## src/rtl/setting_reg_block.sv

```systemverilog
// Addressed setting register: captures in[width-1:0] on a strobed write to my_addr
// and emits a registered one-cycle changed pulse for the accepted write.
module setting_reg_block #(
    parameter [6:0]        my_addr         = 7'd0,
    parameter int unsigned width           = 32,
    parameter [31:0]       at_reset        = 32'd0,
    parameter bit          changed_on_diff = 1'b0
) (
    input  logic             clock,
    input  logic             reset,
    input  logic             strobe,
    input  logic [6:0]       addr,
    input  logic [31:0]      in,
    output logic [width-1:0] out,
    output logic             changed
);

    localparam logic [width-1:0] RESET_VAL = at_reset[width-1:0];

    logic             wr_hit;
    logic [width-1:0] out_d,     out_q;
    logic             changed_d, changed_q;

    always_comb begin
        wr_hit    = strobe && (addr == my_addr);
        out_d     = out_q;
        changed_d = 1'b0;
        if (wr_hit) begin
            out_d     = in[width-1:0];
            changed_d = changed_on_diff ? (in[width-1:0] != out_q) : 1'b1;
        end
    end

    always_ff @(posedge clock or negedge reset) begin
        if (!reset) begin
            out_q     <= RESET_VAL;
            changed_q <= 1'b0;
        end else begin
            out_q     <= out_d;
            changed_q <= changed_d;
        end
    end

    assign out     = out_q;
    assign changed = changed_q;

    // Upper write-data bits are intentionally discarded for narrow settings.
    if (width < 32) begin : g_unused
        logic unused_in_hi;
        assign unused_in_hi = ^in[31:width];
    end

endmodule

```

## config.mk

```make
export PLATFORM = sky130hd
export DESIGN_NAME = setting_reg_block
export DESIGN_NICKNAME = d
export VERILOG_FILES = /design/src/rtl/setting_reg_block.sv
export SDC_FILE = /design/constraint.sdc
export NUM_CORES = 1
export LEC_CHECK = 0
export CAP_MARGIN = 20
export CORE_UTILIZATION = 34
export DETAILED_ROUTE_END_ITERATION = 12
export GPL_ROUTABILITY_DRIVEN = 0
export HOLD_SLACK_MARGIN = 0.12
export PLACE_DENSITY = 0.75
export SKIP_CTS_REPAIR_TIMING = 1
export SYNTH_ARGS = -nofsm -noshare
export SYNTH_HDL_FRONTEND = slang
export SYNTH_SLANG_ARGS = --single-unit
```

## constraint.sdc

```tcl
create_clock -name clock -period 0.8 [get_ports clock]
set_clock_uncertainty 0.15 [all_clocks]
set_input_delay 0.12 -clock clock [delete_from_list [all_inputs] [get_ports clock]]
set_output_delay 0.12 -clock clock [all_outputs]
set_load 0.005 [all_outputs]
```

==> results.toml, run 1 <==
[outcome]
status = "complete, but fails checks"
violations = "setup timing"

[synthesis]
syn-cell-area_mm2 = 0.001375
syn_inst = 72
avgSynthCellArea_um2 = 19.10
ys_warn_count = 0
synth_cell_type_count = 8
ys_seq_area_share_pct = 60.05
synth_nets = 114
ys_ff_latch = 33

[drt]
post_drt_wl_per_cell_um = 14.75
drtPass1Iterations = 2
viasPerCell = 4.491
ant_nets = 0
via_count = 997
drc = 0
initialDrtViolationCount = 13
drt_wl_total_um = 3275

[timing]
fmax_mhz = 853.0
hold_viol_final = 0
rsz0062_at_grt = "yes"
setup_ws_ps = -372.3
min_period_ps = 1172
maxSlewHeadroom_pct = 82.45
setup_viol = 66
worst_slew_pin_slew_ps = 261.3
finalCritPeriodShare_pct = 146.5
drv_slew = 0

[global_route]
grt_pass1_wl_um = 5161
overflow = 0
grt_pass1_vias = 1081
track_usage_pct = 16.46
grt_max_degree = 34
antenna_found_initial = 0

[cells_and_area]
diodes = 0
fillers = 282
fin_nets = 216
final_core_util_pct = 61.81
multi_input_area_um2 = 525.5
final_cells = 222
seqCellArea_um2 = 825.8
drive_above_1_share_pct = 59.20
final_common_cell = "clkbuf_2"
mostFrequentLayoutCells = "clkbuf_2 (36), dfrtp_1 (33), clkdlybuf4s50_1 (33)"
areaGrowthSynthToFinish_pct = 69.52

[setup_path]
arrival_ps = 1180
cp-start-kind = "input pin"
path_max_fanout = 8
critPathRequiredTime_ps = 810
end_kind = "flop"
crit_type = "in -> reg"

[pwr]
power_density_mw_per_mm2 = 1643
ir_worst_vdd_uv = 817.6
power.leakage_uw = 0.001333

[die]
start_util_pct = 36.46
die_w_um = 65.60
die-area_mm2 = 0.004303
die_h_um = 65.60
coreArea_mm2 = 0.003771
rows = 22
io_pins = 75

[clock_tree]
clockBufferDepth = 2
cts_buffers = 5
h-tree-depth = 2
cts.clk_slew.worst_paths_ps = 70
cts-root-buf = "clkbuf_8"
cts_tree = "built"
cts_sinks = 33
clk_latency_ps = 270

[placed_design]
dpl.hpwl_um = 2331
io_buffers = 74
dp_cells = 202

[run]
maxCapViolations = 0

[hold_path]
min_path_type = "in -> async"
## cells in the mapped netlist
library cell / n / area [um2]
buf_6: 3 / 33.78
dfrtp_1: 33 / 825.8
inv_1: 1 / 3.750
mux2_2: 3 / 33.78
mux2_4: 29 / 435.4
nand2_2: 1 / 6.260
nor4_2: 1 / 12.51
nor4b_4: 1 / 23.77
## final cells by class
type                    instances  share of cell area (%)
flip-flops and latches         33                   35.43
repair buffers                 98                   35.37
multi-input cells              35                   22.54
clock buffers                   7                   3.704
well taps                      48                   2.576
inverters                       1                  0.3757
## flip-flops by register name, indices dropped and copies added, names as in the netlist
name	count
changed	1
out	32
## stage by stage
step / TNS (ps) / hold WS (ps) / total power (uW) / setup WS (ps) / cell area [um2]
2_1_floorplan: -14380 / -325.6 / 2107 / -464.4 / 1388
3_3_place_gp: -41740 / 338.8 / 2693 / -954.8 / 2271
3_5_place_dp: -43030 / 340.9 / 2715 / -987.5 / 2271
4_1_cts: -42520 / 56.15 / 3972 / -693.8 / 2357
5_1_grt: -21890 / 74.48 / 4008 / -421.7 / 2331
6_report: -19220 / 48.36 / 3829 / -372.3 / 2331
## logic make-up (layout without fill, tap and decap cells)
kind of cell | Yosys count | after routing | synth area share (%)
DFF | 33 | 33 | 60.05
and+or+nand+nor | 3 | 3 | 3.094
buffers and inverters | 4 | 106 | 2.729
muxes | 32 | 32 | 34.12
## power breakdown
group          internal (uW)  switching (uW)
Combinational            522             204
Clock                    682             545
Sequential              1800            74.9
Total                   3010             824
## worst max-delay path, cell delays in order
cell	delay [ps]
dlymetal6s2s_1	140
nor4_4	270
nand2_4	150
clkbuf_16	200
mux2_4	290
## final timing paths
kind / cells past startpoint / to / slack, ps / from
worst max-delay path: 5 / out[7]$_DFFE_PN0P_ / -370 / addr[5]
worst min-delay path: 2 / out[11]$_DFFE_PN0P_ / 50 / reset
worst max register to register: 3 / out[3]$_DFFE_PN0P_ / -330 / out[3]$_DFFE_PN0P_
worst min register to register: 1 / out[23]$_DFFE_PN0P_ / 360 / out[23]$_DFFE_PN0P_
max in group asynchronous: 2 / out[12]$_DFFE_PN0P_ / 270 / reset
min in group clock: 5 / changed$_DFF_PN0_ / 190 / addr[4]
## metal layers
metal  track usage [%]  part of all wire, %  vias to the layer above
met4             7.609                  2.3                        0
met1             19.45                   39                      484
met3             5.035                  6.9                        9
met5                 0                    0                        -
met2             27.19                   52                       47
li1                  -                    -                      457
Power figures use the tool's default switching activity.
==> run 2, diff against run 1 <==
==> constraint.sdc (replaced) <==
create_clock -name clock -period 0.8 [get_ports clock]
set_clock_uncertainty 0.15 [all_clocks]
set_input_delay 0.08 -clock clock [delete_from_list [all_inputs] [get_ports clock]]
set_output_delay 0.08 -clock clock [all_outputs]
set_load 0.005 [all_outputs]
==> run 2 against run 1 <==
The flow still finishes with violations (setup timing). First-iteration DRC count rose by 77%. Sequential cell count did not move. Power fell by 0.81%. Via count fell by 3.4%. Utilization fell by 1.8 points. Critical endpoint is now out[16]$_DFFE_PN0P_. Highest routed layer unchanged. Clock-buffer cell count did not move.
==> results.toml, run 2 (synthesized netlist as in run 1, its figures left out) <==
[setup_path]
arrival_ps = 1120
crit_buf_inv = 2
cp-startpoint = "addr[4]"
regToRegSetupSlack_ps = -230
path_max_fanout = 8
crit_type = "in -> reg"
worstSetupEndpoint = "out[16]$_DFFE_PN0P_"
reg2reg_depth = 2
cp-start-kind = "input pin"
crit_family = "simple AND/OR/NAND/NOR gates"
regToRegEndpoint = "out[19]$_DFFE_PN0P_"
crit_path_top_delay_cell = "mux2_4"
end_kind = "flop"
critPathMaxStageDelay_ps = 300
worstReg2RegStart = "out[19]$_DFFE_PN0P_"
path_cells = "buf_6, nor4_4, nand2_2, clkbuf_16, mux2_4"
critPathRequiredTime_ps = 810
crit_cells = 5

[drt]
drc = 0
post_drt_wl_per_cell_um = 14.48
via_count = 963
initialDrtViolationCount = 23
ant_nets = 0
drtPass1Iterations = 4
drt_wl_total_um = 3142
viasPerCell = 4.438

[pwr]
comb_power_share_pct = 18.3
report.power.total_uw = 3799
power_frac_seq_pct = 49.5
p_int_uw = 2987
switchingPower_uw = 812.0
ir_worst_vdd_uv = 1050
clock_power_share_pct = 32.2
p_sw_share_pct = 21.38
power_density_mw_per_mm2 = 1677
power.leakage_uw = 0.001281

[placed_design]
dpl.hpwl_um = 2256
placed_area_mm2 = 0.002271
io_buffers = 74
dp_cells = 202

[cells_and_area]
drive_above_1_share_pct = 57.99
fin_nets = 211
seqCellArea_um2 = 825.8
mostFrequentLayoutCells = "clkbuf_2 (36), dfrtp_1 (33), clkdlybuf4s50_1 (33)"
final_core_util_pct = 60.05
final_cells = 217
fillers = 292
largest_reg_flops = 32
areaGrowthSynthToFinish_pct = 64.70
multi_input_area_um2 = 520.5
stdcell_area_mm2 = 0.002265
final_common_cell = "clkbuf_2"
diodes = 0

[global_route]
grt_pass1_vias = 1064
grt_max_degree = 34
grt_pass1_wl_um = 5037
track_usage_pct = 16.38
antenna_found_initial = 0
overflow = 0

[clock_tree]
cts_buffers = 5
cts.clk_slew.worst_paths_ps = 60
clockBufferDepth = 2
cts-root-buf = "clkbuf_8"
cts_tree = "built"
cts_sinks = 33
h-tree-depth = 2
clk_latency_ps = 270

[timing]
finalCritPeriodShare_pct = 138.8
hold_viol_final = 0
maxSlewHeadroom_pct = 85.40
rsz0062_at_grt = "yes"
drv_slew = 0
setup_viol = 66
worst_slew_pin_slew_ps = 217.3
fmax_mhz = 900.7
setup_ws_ps = -310.2
min_period_ps = 1110

[die]
die_h_um = 65.60
coreArea_mm2 = 0.003771
io_pins = 75
rows = 22
start_util_pct = 36.46
die-area_mm2 = 0.004303
die_w_um = 65.60

[outcome]
violations = "setup timing"
status = "complete, but fails checks"

[hold_path]
min_path_type = "in -> async"

[run]
maxCapViolations = 0
## run 2: area by class of cell
type                            count  area share (%)
Multi-Input combinational cell     35           22.98
Sequential cell                    33           36.46
Inverter                            1          0.1657
Clock buffer                        7           3.812
Tap cell                           48           2.652
Timing Repair Buffer               93           33.92
## run 2: through the flow
stage	setup TNS, ps	hold WS [ps]	setup slack, ps
after floorplan	-13060	-365.6	-424.4
after global placement	-38350	312.7	-914.7
after detailed placement	-39030	318.3	-943.1
after CTS	-39610	12.54	-644.7
after global routing	-18520	38.67	-353.1
final	-16040	14.69	-310.2
## run 2: power by group through the flow
stage / Combinational (uW) / Clock, uW / Sequential [uW]
global placement: 789 / 0 / 1900
detailed placement: 804 / 0 / 1910
CTS: 807 / 1280 / 1880
floorplan: 197 / 0 / 1910
global route: 752 / 1330 / 1890
finish: 696 / 1220 / 1880
## run 2: worst min-delay path by stage
| stage | to | slack (ps) | depth (start not counted) |
|---|---|---|---|
| detailed placement | out[11]$_DFFE_PN0P_ | 320 | 2 |
| global route | out[11]$_DFFE_PN0P_ | 40 | 2 |
| floorplan | changed$_DFF_PN0_ | -370 | 0 |
| global placement | out[30]$_DFFE_PN0P_ | 310 | 2 |
| finish | out[29]$_DFFE_PN0P_ | 10 | 2 |
| CTS | out[29]$_DFFE_PN0P_ | 10 | 2 |
## run 2: metal layers
layer	share of wire (%)	GRT usage [%]
met3	7.4	5.903
met5	0	0
met1	41	19.22
met2	51	26.68
met4	1.5	7.337
